<file path="src/rtl/alu_share_arbiter_if.sv">
`default_nettype none
// ============================================================================
// Module   : alu_share_arbiter_if
// Brief    : Requester and response bundle for the shared-ALU arbiter.
// Revision : 1.0 - initial release
// ============================================================================
interface alu_share_arbiter_if #(
   parameter int NUM_REQ = 2,
   parameter int DATA_W  = 32,
   parameter int OP_W    = 4,
   parameter int ID_W    = 3
);
   logic [NUM_REQ-1:0]        req_valid;
   logic [NUM_REQ-1:0]        req_ready;
   logic [NUM_REQ*OP_W-1:0]   req_op;
   logic [NUM_REQ*DATA_W-1:0] req_in1;
   logic [NUM_REQ*DATA_W-1:0] req_in2;
   logic                      rsp_valid;
   logic                      rsp_ready;
   logic [ID_W-1:0]           rsp_id;
   logic [DATA_W-1:0]         rsp_result;
   logic                      rsp_bcond;

   modport master (
      output req_valid, req_op, req_in1, req_in2, rsp_ready,
      input  req_ready, rsp_valid, rsp_id, rsp_result, rsp_bcond
   );

   modport slave (
      input  req_valid, req_op, req_in1, req_in2, rsp_ready,
      output req_ready, rsp_valid, rsp_id, rsp_result, rsp_bcond
   );
endinterface
`default_nettype wire

</file>
<file path="src/rtl/alu_share_arbiter.sv">
`default_nettype none
// ============================================================================
// Module   : alu_share_arbiter
// Brief    : Shares one combinational ALU among NUM_REQ requesters with a
//            single registered response slot. Round-robin by default;
//            define ALU_ARB_FIXED_PRIO_EN for fixed lowest-index priority.
// Revision : 1.0 - initial release
// ============================================================================
module alu_share_arbiter #(
   parameter int NUM_REQ = 2,
   parameter int DATA_W  = 32,
   parameter int OP_W    = 4,
   parameter int ID_W    = 3
) (
   input  wire logic              clk,
   input  wire logic              reset,
   alu_share_arbiter_if.slave     bus,
   output logic [OP_W-1:0]        alu_op,
   output logic [DATA_W-1:0]      alu_in_1,
   output logic [DATA_W-1:0]      alu_in_2,
   input  wire logic [DATA_W-1:0] alu_result,
   input  wire logic              alu_bcond
);
   localparam logic [ID_W-1:0] c_LAST = ID_W'(NUM_REQ - 1);

   logic                r_rsp_valid;
   logic [ID_W-1:0]     r_rsp_id;
   logic [DATA_W-1:0]   r_rsp_result;
   logic                r_rsp_bcond;

   logic                w_slot_free;
   logic                w_grant;
   logic [ID_W-1:0]     w_winner;
   logic [NUM_REQ-1:0]  w_ready;
   logic [ID_W-1:0]     w_base;
   int                  w_idx;

`ifdef ALU_ARB_FIXED_PRIO_EN
   assign w_base = '0;
`else
   logic [ID_W-1:0] r_rr_ptr;

   always_ff @(posedge clk) begin
      if (!reset) begin
         r_rr_ptr <= '0;
      end else if (w_grant) begin
         r_rr_ptr <= (w_winner == c_LAST) ? '0 : w_winner + 1'b1;
      end
   end

   assign w_base = r_rr_ptr;
`endif

   // Search starts at w_base and wraps; the first valid requester wins.
   always_comb begin
      w_slot_free = !r_rsp_valid || bus.rsp_ready;
      w_grant     = 1'b0;
      w_winner    = '0;
      w_ready     = '0;
      w_idx       = 0;
      alu_op      = '0;
      alu_in_1    = '0;
      alu_in_2    = '0;
      if (reset && w_slot_free) begin
         for (int k = 0; k < NUM_REQ; k++) begin
            w_idx = int'(w_base) + k;
            if (w_idx >= NUM_REQ) begin
               w_idx = w_idx - NUM_REQ;
            end
            if (!w_grant && bus.req_valid[w_idx]) begin
               w_grant         = 1'b1;
               w_winner        = ID_W'(w_idx);
               w_ready[w_idx]  = 1'b1;
               alu_op          = bus.req_op[w_idx*OP_W +: OP_W];
               alu_in_1        = bus.req_in1[w_idx*DATA_W +: DATA_W];
               alu_in_2        = bus.req_in2[w_idx*DATA_W +: DATA_W];
            end
         end
      end
   end

   // Drain and refill on the same edge keeps one op per cycle under rsp_ready.
   always_ff @(posedge clk) begin
      if (!reset) begin
         r_rsp_valid  <= 1'b0;
         r_rsp_id     <= '0;
         r_rsp_result <= '0;
         r_rsp_bcond  <= 1'b0;
      end else if (w_grant) begin
         r_rsp_valid  <= 1'b1;
         r_rsp_id     <= w_winner;
         r_rsp_result <= alu_result;
         r_rsp_bcond  <= alu_bcond;
      end else if (r_rsp_valid && bus.rsp_ready) begin
         r_rsp_valid  <= 1'b0;
      end
   end

   assign bus.req_ready  = w_ready;
   assign bus.rsp_valid  = r_rsp_valid;
   assign bus.rsp_id     = r_rsp_id;
   assign bus.rsp_result = r_rsp_result;
   assign bus.rsp_bcond  = r_rsp_bcond;

endmodule
`default_nettype wire

</file>
<file path="src/flat_wrapper.sv">
// flat-port wrapper written by rule: the top's interface ports become plain ports
module alu_share_arbiter_flat 
#(
   parameter int NUM_REQ = 2,
   parameter int DATA_W  = 32,
   parameter int OP_W    = 4,
   parameter int ID_W    = 3
)
  (clk, reset, alu_op, alu_in_1, alu_in_2, alu_result, alu_bcond, bus_req_valid, bus_req_op, bus_req_in1, bus_req_in2, bus_rsp_ready, bus_req_ready, bus_rsp_valid, bus_rsp_id, bus_rsp_result, bus_rsp_bcond);
  alu_share_arbiter_if #(.NUM_REQ(NUM_REQ), .DATA_W(DATA_W), .OP_W(OP_W), .ID_W(ID_W)) bus_i ();
  input  wire logic clk;
  input  wire logic reset;
  output logic [OP_W-1:0] alu_op;
  output logic [DATA_W-1:0] alu_in_1;
  output logic [DATA_W-1:0] alu_in_2;
  input  wire logic [DATA_W-1:0] alu_result;
  input  wire logic alu_bcond;
  input wire logic [$bits(bus_i.req_valid)-1:0] bus_req_valid;
  input wire logic [$bits(bus_i.req_op)-1:0] bus_req_op;
  input wire logic [$bits(bus_i.req_in1)-1:0] bus_req_in1;
  input wire logic [$bits(bus_i.req_in2)-1:0] bus_req_in2;
  input wire logic [$bits(bus_i.rsp_ready)-1:0] bus_rsp_ready;
  output wire logic [$bits(bus_i.req_ready)-1:0] bus_req_ready;
  output wire logic [$bits(bus_i.rsp_valid)-1:0] bus_rsp_valid;
  output wire logic [$bits(bus_i.rsp_id)-1:0] bus_rsp_id;
  output wire logic [$bits(bus_i.rsp_result)-1:0] bus_rsp_result;
  output wire logic [$bits(bus_i.rsp_bcond)-1:0] bus_rsp_bcond;
  assign bus_i.req_valid = bus_req_valid;
  assign bus_i.req_op = bus_req_op;
  assign bus_i.req_in1 = bus_req_in1;
  assign bus_i.req_in2 = bus_req_in2;
  assign bus_i.rsp_ready = bus_rsp_ready;
  assign bus_req_ready = bus_i.req_ready;
  assign bus_rsp_valid = bus_i.rsp_valid;
  assign bus_rsp_id = bus_i.rsp_id;
  assign bus_rsp_result = bus_i.rsp_result;
  assign bus_rsp_bcond = bus_i.rsp_bcond;
  alu_share_arbiter #(.NUM_REQ(NUM_REQ), .DATA_W(DATA_W), .OP_W(OP_W), .ID_W(ID_W)) u_core (.clk(clk), .reset(reset), .bus(bus_i), .alu_op(alu_op), .alu_in_1(alu_in_1), .alu_in_2(alu_in_2), .alu_result(alu_result), .alu_bcond(alu_bcond));
endmodule
</file>
<file path="config.mk">
export PLATFORM = sky130hd
export DESIGN_NAME = alu_share_arbiter_flat
export DESIGN_NICKNAME = d
export VERILOG_FILES = /design/src/rtl/alu_share_arbiter_if.sv /design/src/rtl/alu_share_arbiter.sv /design/src/flat_wrapper.sv
export SDC_FILE = /design/constraint.sdc
export NUM_CORES = 1
export LEC_CHECK = 0
export ABC_AREA = 1
export BUFFER_PORTS_ARGS = -buffer_cell sky130_fd_sc_hd__buf_4
export CAP_MARGIN = 25
export CORE_AREA = 3 3 108 110
export DETAILED_ROUTE_END_ITERATION = 8
export DIE_AREA = 0 0 111 113
export GPL_ROUTABILITY_DRIVEN = 0
export GPL_TIMING_DRIVEN = 0
export PLACE_DENSITY = 0.86
export SKIP_CTS_REPAIR_TIMING = 1
export SLEW_MARGIN = 0
export SYNTH_ARGS = -nofsm -noshare
export SYNTH_HDL_FRONTEND = slang
export SYNTH_SLANG_ARGS = --single-unit
</file>
<file path="constraint.sdc">
create_clock -name clk -period 2.7 [get_ports clk]
set_input_delay 0.27 -clock clk [delete_from_list [all_inputs] [get_ports clk]]
set_output_delay 0.27 -clock clk [all_outputs]
set_load 0.05 [all_outputs]
</file>
### Yosys cells after proc, flatten, opt, wreduce, memory -nomap -nowiden

Cells that the tools add are included.
Widths: inputs -> output; s select.

| storage, ports and cells | value |
|---|---|
| bits in registers | 40 |
| input port bits | 174 |
| output and inout bits | 107 |
| logic and storage cells | 69 |

| operators by class | value |
|---|---|
| add/subtract/negate cells | 4 |
| magnitude comparators | 6 |
| eq/ne operators | 1 |
| shifts and indexed selects | 6 |
| muxes and demuxes | 37 |
| bitwise operators | 1 |
| reduce and logical (&&, ||, !) cells | 9 |

Operator list:

| cell | count |
|---|---|
| $mux 32 | 10 |
| $shiftx 64x32->32 | 4 |
| $ge 32x1->1 const B | 2 |
| $lt 32x3->1 const B | 2 |
| $shiftx 8x32->4 | 2 |
| $ge 32x3->1 const B | 1 |
| $sub 32x3->32 const B | 1 |
| $mux 1 | 14 |
| $mux 3 | 4 |
| $mux 4 | 3 |
| $mux 2 | 4 |
| $logic_and 1x1->1 | 5 |
| $add 3x1->4 const B | 1 |
| $sub 3x2->4 const B | 1 |
| $add 3x1->3 const B | 1 |
| $eq 3x1->1 const B | 1 |
| $ge 3x2->1 const B | 1 |
| $demux 1 s1 | 2 |
| $logic_not 1->1 | 2 |
| $or 2x2->2 | 1 |
| $reduce_bool 2->1 | 1 |
| $logic_or 1x1->1 | 1 |

### Longest topological paths before layout

| depth | value |
|---|---|
| word-level depth | 15 |
| gate-level depth with buffers | 14 |
| depth with buffers taken out | 14 |

### Worst setup path before layout

No wires, ideal clock.

| path | value |
|---|---|
| path kind | reg2out |
| from | reg u_core.r_rr_ptr[1] |
| to | out alu_in_1[31] |
| arrival time | 2426 ps |
| required time | 2430 ps |
| setup slack | 4 ps |
| stages on the path, launching flop included | 12 |
| path buffers | 3 |
| path through | dfxtp_1 inv_1 ha_1 ha_1 nand2_1 nand2_1 and2_1 buf_6 buf_12 buf_12 nand2_1 a21oi_1 |

| on the way | value |
|---|---|
| word-level cells in the longest chain between the ends | 12 |
| elaborated cells between the ends (all ways) | 24 |
| those cells by class | add/sub: 3; order compare: 2; shift: 2; mux: 15; reduce/logical: 2 |

RTL lines:

| item | line | text |
|---|---|---|
| start, declared | alu_share_arbiter.sv:41 | `logic [ID_W-1:0] r_rr_ptr;` |
| start signal, assigned | alu_share_arbiter.sv:47 | `r_rr_ptr <= (w_winner == c_LAST) ? '0 : w_winner + 1'b1;` |
| parallel branches: the longest is 10 deep, another holds $sub 32x3->32 | - |  |
| $mux 32 (*) | alu_share_arbiter.sv:70 | `if (!w_grant && bus.req_valid[w_idx]) begin` |
| $mux 32 (*) | alu_share_arbiter.sv:64 | `if (reset && w_slot_free) begin` |
| end, declared | flat_wrapper.sv:14 | `output logic [DATA_W-1:0] alu_in_1;` |

Every way passes the cells marked *. The select of a mux whose other input is x is not followed.

### Worst setup path after layout

| path | value |
|---|---|
| from | reg u_core.r_rr_ptr[1] |
| to | out alu_in_1[24] |

Same word-level chain as after synthesis.

==> flow_results.org <==
** Outcome
- The flow ran to the end, and the final reports show no timing, DRC or antenna violations.

** Clock tree
- Clock latency reported for the late side of the worst-skew pair :: 0.30 ns
- In this run the deepest clock path goes through 2 buffers.
- After clock tree synthesis, the clock-pin slew on the worst setup and hold paths is 0.09 ns.
- In this run the number of H-tree levels came out at 2.
- Number of sinks on the clock net :: 40
- TritonCTS built the clock tree.
- The tree is rooted in a sky130_fd_sc_hd__clkbuf_8.
- The number of clock buffers added by TritonCTS is 5.

** STA
- Transition at the pin with the smallest max-transition slack :: 0.6738 ns
- Count of pins over their slew limit :: 0
- Post-route clock period utilization :: 97.17%
- Final hold violation count :: 0
- Worst rel slew slack :: 55.08%
- Worst setup skew after layout :: 0.01061 ns
- Final setup viols :: 0
- Peak clock frequency supported by timing :: 381.1 MHz
- The smallest clock period supported by the final layout is computed as 2.624 ns.

** Pwr
- PwrDens :: 447.4 nW/um^2
- Power Total :: 3.184 mW
- Summed over all cells, the static leakage comes to 3.581 nW.
- IR analysis of the VDD net gives a maximum drop of 0.0005681 V.
- Switching share of total power :: 48.03%
- In this run the power spent charging and discharging nets is 1.530 mW.
- Internal power of the cells :: 1.655 mW
- Registers are responsible for 21.1% of the overall power.
- Per report_power, the combinational group accounts for 63.0% of the total.
- The clock network accounts for 15.9% of the total power.

** Placed design
- Count of input and output buffers :: 280
- Summed over all nets, the half-perimeter wirelength after detailed placement is 14,790 um.
- Cell area after placement :: 6726 um^2

** Cells and area
- Synth-to-Final Area Change :: 59.96%
- Cells fill 65.94% of the core in the end.
- Seq. cell area :: 809.5 um^2
- Share of layout cells above drive strength 1 :: 36.87%
- Total area of multi-input combinational cells :: 3088 um^2
- After filler insertion, the fill cell instance count of the layout stands at 1,006.
- The number of antenna diodes in the final layout is 0.
- Post-Layout Inst Area :: 7117 um^2
- Layout Nets :: 1,251

** Routing
- Dividing the detail-routed via count by the number of cells gives 5.395.
- The pre-antenna-repair detailed-routing pass consisted of 6 iterations.
- Vias after detailed routing :: 6,550
- Number of DRC markers in iteration 0 :: 823
- Wire length per cell :: 15.69 um
- Final antenna-violating net count :: 0
- WL final :: 19,040 um
- After detailed routing, the number of remaining DRC violations is 0.

** Min path
- Along the worst hold path, the cell count comes to 3.
- Worst min-delay path category :: input pin to flip-flop

** Run
- Max-Cap Viols :: 0

** Floorplanning
- Row generation in the floorplan step produced 38 rows.
- Initial Utilization :: 41.22%
- Horizontal extent of the die :: 111 um
- Vertical die dimension :: 113 um
- Number of ports placed on the die boundary :: 281
- The floorplan step defined a core boundary enclosing 10,790 um^2.
- The die covers 12,540 um^2.

** Synth
- In this run the cell area of the synthesized design comes to 4449 um^2.
- In this run, synthesis produced a sequential element count of 40.
- Fraction of synthesized cell area taken by the top area cell type :: 21.01%
- Of all cell types, the one taking the most synthesized area is sky130_fd_sc_hd__nand2_1.
- The commonest cells after synthesis are sky130_fd_sc_hd__nand2_1, sky130_fd_sc_hd__a21oi_1, sky130_fd_sc_hd__inv_1.
- Count of distinct cell types in the synthesized netlist :: 26
- Sequential area share after synthesis :: 18.00%
- Counting flops with an async set or reset pin after synthesis yields a share of 0%.
- The Yosys step of the flow raised 0 warnings.
- The synthesized design contains 0 enable-type register cells.
- Synthesis produced 778 cells.
- Mean cell area of the mapped netlist :: 5.719 um^2
- By area the synthesized netlist is led by sky130_fd_sc_hd__nand2_1, sky130_fd_sc_hd__dfxtp_1, sky130_fd_sc_hd__a21oi_1, sky130_fd_sc_hd__o211ai_1, sky130_fd_sc_hd__o21ai_0.
- In the synthesized netlist the dominant register cell turns out to be sky130_fd_sc_hd__dfxtp_1.
- Yosys instantiated no cell more often than sky130_fd_sc_hd__nand2_1.
- The number of nets handed over by synthesis was 956.

** Critical path
- Number of logic stages on the critical path including buffering :: 12
- At the worst endpoint, the required time is 2.43 ns.
- Traced cell by cell, the critical path runs through ha_4 -> nand2_1 -> nand2_4 -> ha_4 -> nand2_2 -> nand2_2 -> and2_4 -> buf_12 -> buf_12 -> o211ai_2 -> a21oi_2 -> buf_6.
- The worst setup path is launched from a flip-flop.
- Crit-path max cell delay :: 0.38 ns
- Classification of the worst setup path :: flip-flop to output port
- Together, buffers and inverters on the worst path number 3.
- Arrival time at the worst endpoint :: 2.35 ns
- Cell type group with the largest total delay on the critical path :: simple AND/OR/NAND/NOR gates
- The worst setup path is captured at an output port.
- For this design, the slowest cell found on the critical path is sky130_fd_sc_hd__dfxtp_4.
- Worst reg2reg path depth :: 8
- Along the worst path, the maximum fanout reaches 6.

** GRT
- The number of global-route vias before repair came to 6,020.
- Entering global routing, the biggest net connects 15 pins.
- Overall track demand over capacity in global routing :: 27.31%
- The initial antenna violation count came to 0.
- Summed over all layers, the global routing overflow is 0.
- First-pass GRT wire length :: 28,820 um
-- metrics by stage --
stage          TNS (ns)  setup slack [ns]  cells  hold WS [ns]
3_5_place_dp          0            0.1163   1198        0.4592
3_3_place_gp          0           0.09243   1198        0.4535
5_1_grt         -0.6029          -0.03599   1214        0.1500
6_report              0           0.07635   1214        0.1588
4_1_cts          -8.800           -0.2144   1206        0.1533
2_1_floorplan         0          0.004144    778        0.3813
-- flip-flops by register name, summed over array words and instances, names as in the netlist --
| name | flops |
|---|---|
| u_core.bus.rsp_result | 32 |
| u_core.bus.rsp_id | 3 |
| u_core.r_rr_ptr | 3 |
| u_core.bus.rsp_bcond | 1 |
| u_core.bus.rsp_valid | 1 |
-- worst register-to-register path, cell delays in order (launching register included) --
cell                       delay, ns
sky130_fd_sc_hd__dfxtp_1        0.36
sky130_fd_sc_hd__nand2_1        0.08
sky130_fd_sc_hd__nand2_1        0.38
sky130_fd_sc_hd__inv_1          0.13
sky130_fd_sc_hd__o21ai_1        0.21
sky130_fd_sc_hd__clkinv_1       0.30
sky130_fd_sc_hd__clkbuf_1       0.30
sky130_fd_sc_hd__nand2_1        0.13
sky130_fd_sc_hd__nand2_1        0.05
-- cell type report --
class | instances | area share [%]
Clock buffer | 5 | 0.9669
Clock inverter | 3 | 0.6505
Buffer | 68 | 5.239
Sequential cell | 40 | 11.37
Tap cell | 140 | 2.461
Multi-Input combinational cell | 587 | 43.39
Timing Repair Buffer | 289 | 31.56
Inverter | 82 | 4.360
-- power by group through the flow --
stage	Combinational (mW)	Sequential, mW	Clock, mW
after floorplan	1.08	0.854	0
final	2.01	0.673	0.505
after detailed placement	1.89	0.684	0
after global placement	1.87	0.683	0
after global routing	2.13	0.680	0.542
after CTS	1.89	0.672	0.512
-- cell families (layout without fill, tap and decap cells) --
kind of cell,after synthesis,in the layout,synth area share (%)
compound gates,276,276,38.55
fa+ha+maj,4,4,1.125
buf+inv,151,447,14.59
simple gates,307,307,27.73
flops,40,40,18.00
-- layer usage --
| layer | track usage (%) | vias up | part of all wire [%] |
|---|---|---|---|
| li1 | - | 3184 | - |
| met2 | 47.73 | 389 | 48 |
| met1 | 31.24 | 2916 | 37 |
| met4 | 13.14 | 0 | 4.5 |
| met3 | 6.845 | 61 | 11 |
| met5 | 0 | - | 0 |
-- path summary, 6_finish.rpt --
path         slack (ns)                         to                 startpoint
max                0.08               alu_in_1[24]         u_core.r_rr_ptr[1]
min                0.16   u_core.bus.rsp_result[2]              alu_result[2]
max reg2reg        0.65  u_core.bus.rsp_result[24]       u_core.bus.rsp_valid
min reg2reg        0.47  u_core.bus.rsp_result[17]  u_core.bus.rsp_result[17]
-- placed cells by master (no fill, tap or decap), types with 2 or more instances in the layout --
master and count:
sky130_fd_sc_hd__buf_12 3, sky130_fd_sc_hd__buf_1 2, sky130_fd_sc_hd__dfxtp_4 2, sky130_fd_sc_hd__o211ai_2 18
sky130_fd_sc_hd__inv_1 77, sky130_fd_sc_hd__a21oi_1 114, sky130_fd_sc_hd__buf_4 280, sky130_fd_sc_hd__clkbuf_2 15
sky130_fd_sc_hd__clkbuf_16 2, sky130_fd_sc_hd__or2_2 2, sky130_fd_sc_hd__nor2_1 3, sky130_fd_sc_hd__dfxtp_1 37
sky130_fd_sc_hd__nand2_1 245, sky130_fd_sc_hd__ha_4 3, sky130_fd_sc_hd__clkbuf_8 5, sky130_fd_sc_hd__clkbuf_1 31
sky130_fd_sc_hd__buf_2 10, sky130_fd_sc_hd__nand2_2 5, sky130_fd_sc_hd__a21oi_2 24, sky130_fd_sc_hd__o21ai_0 69
sky130_fd_sc_hd__inv_2 3, sky130_fd_sc_hd__buf_6 12, sky130_fd_sc_hd__o211ai_1 48, sky130_fd_sc_hd__nand3_1 48
No activity file was read; power rests on OpenSTA's default activity.
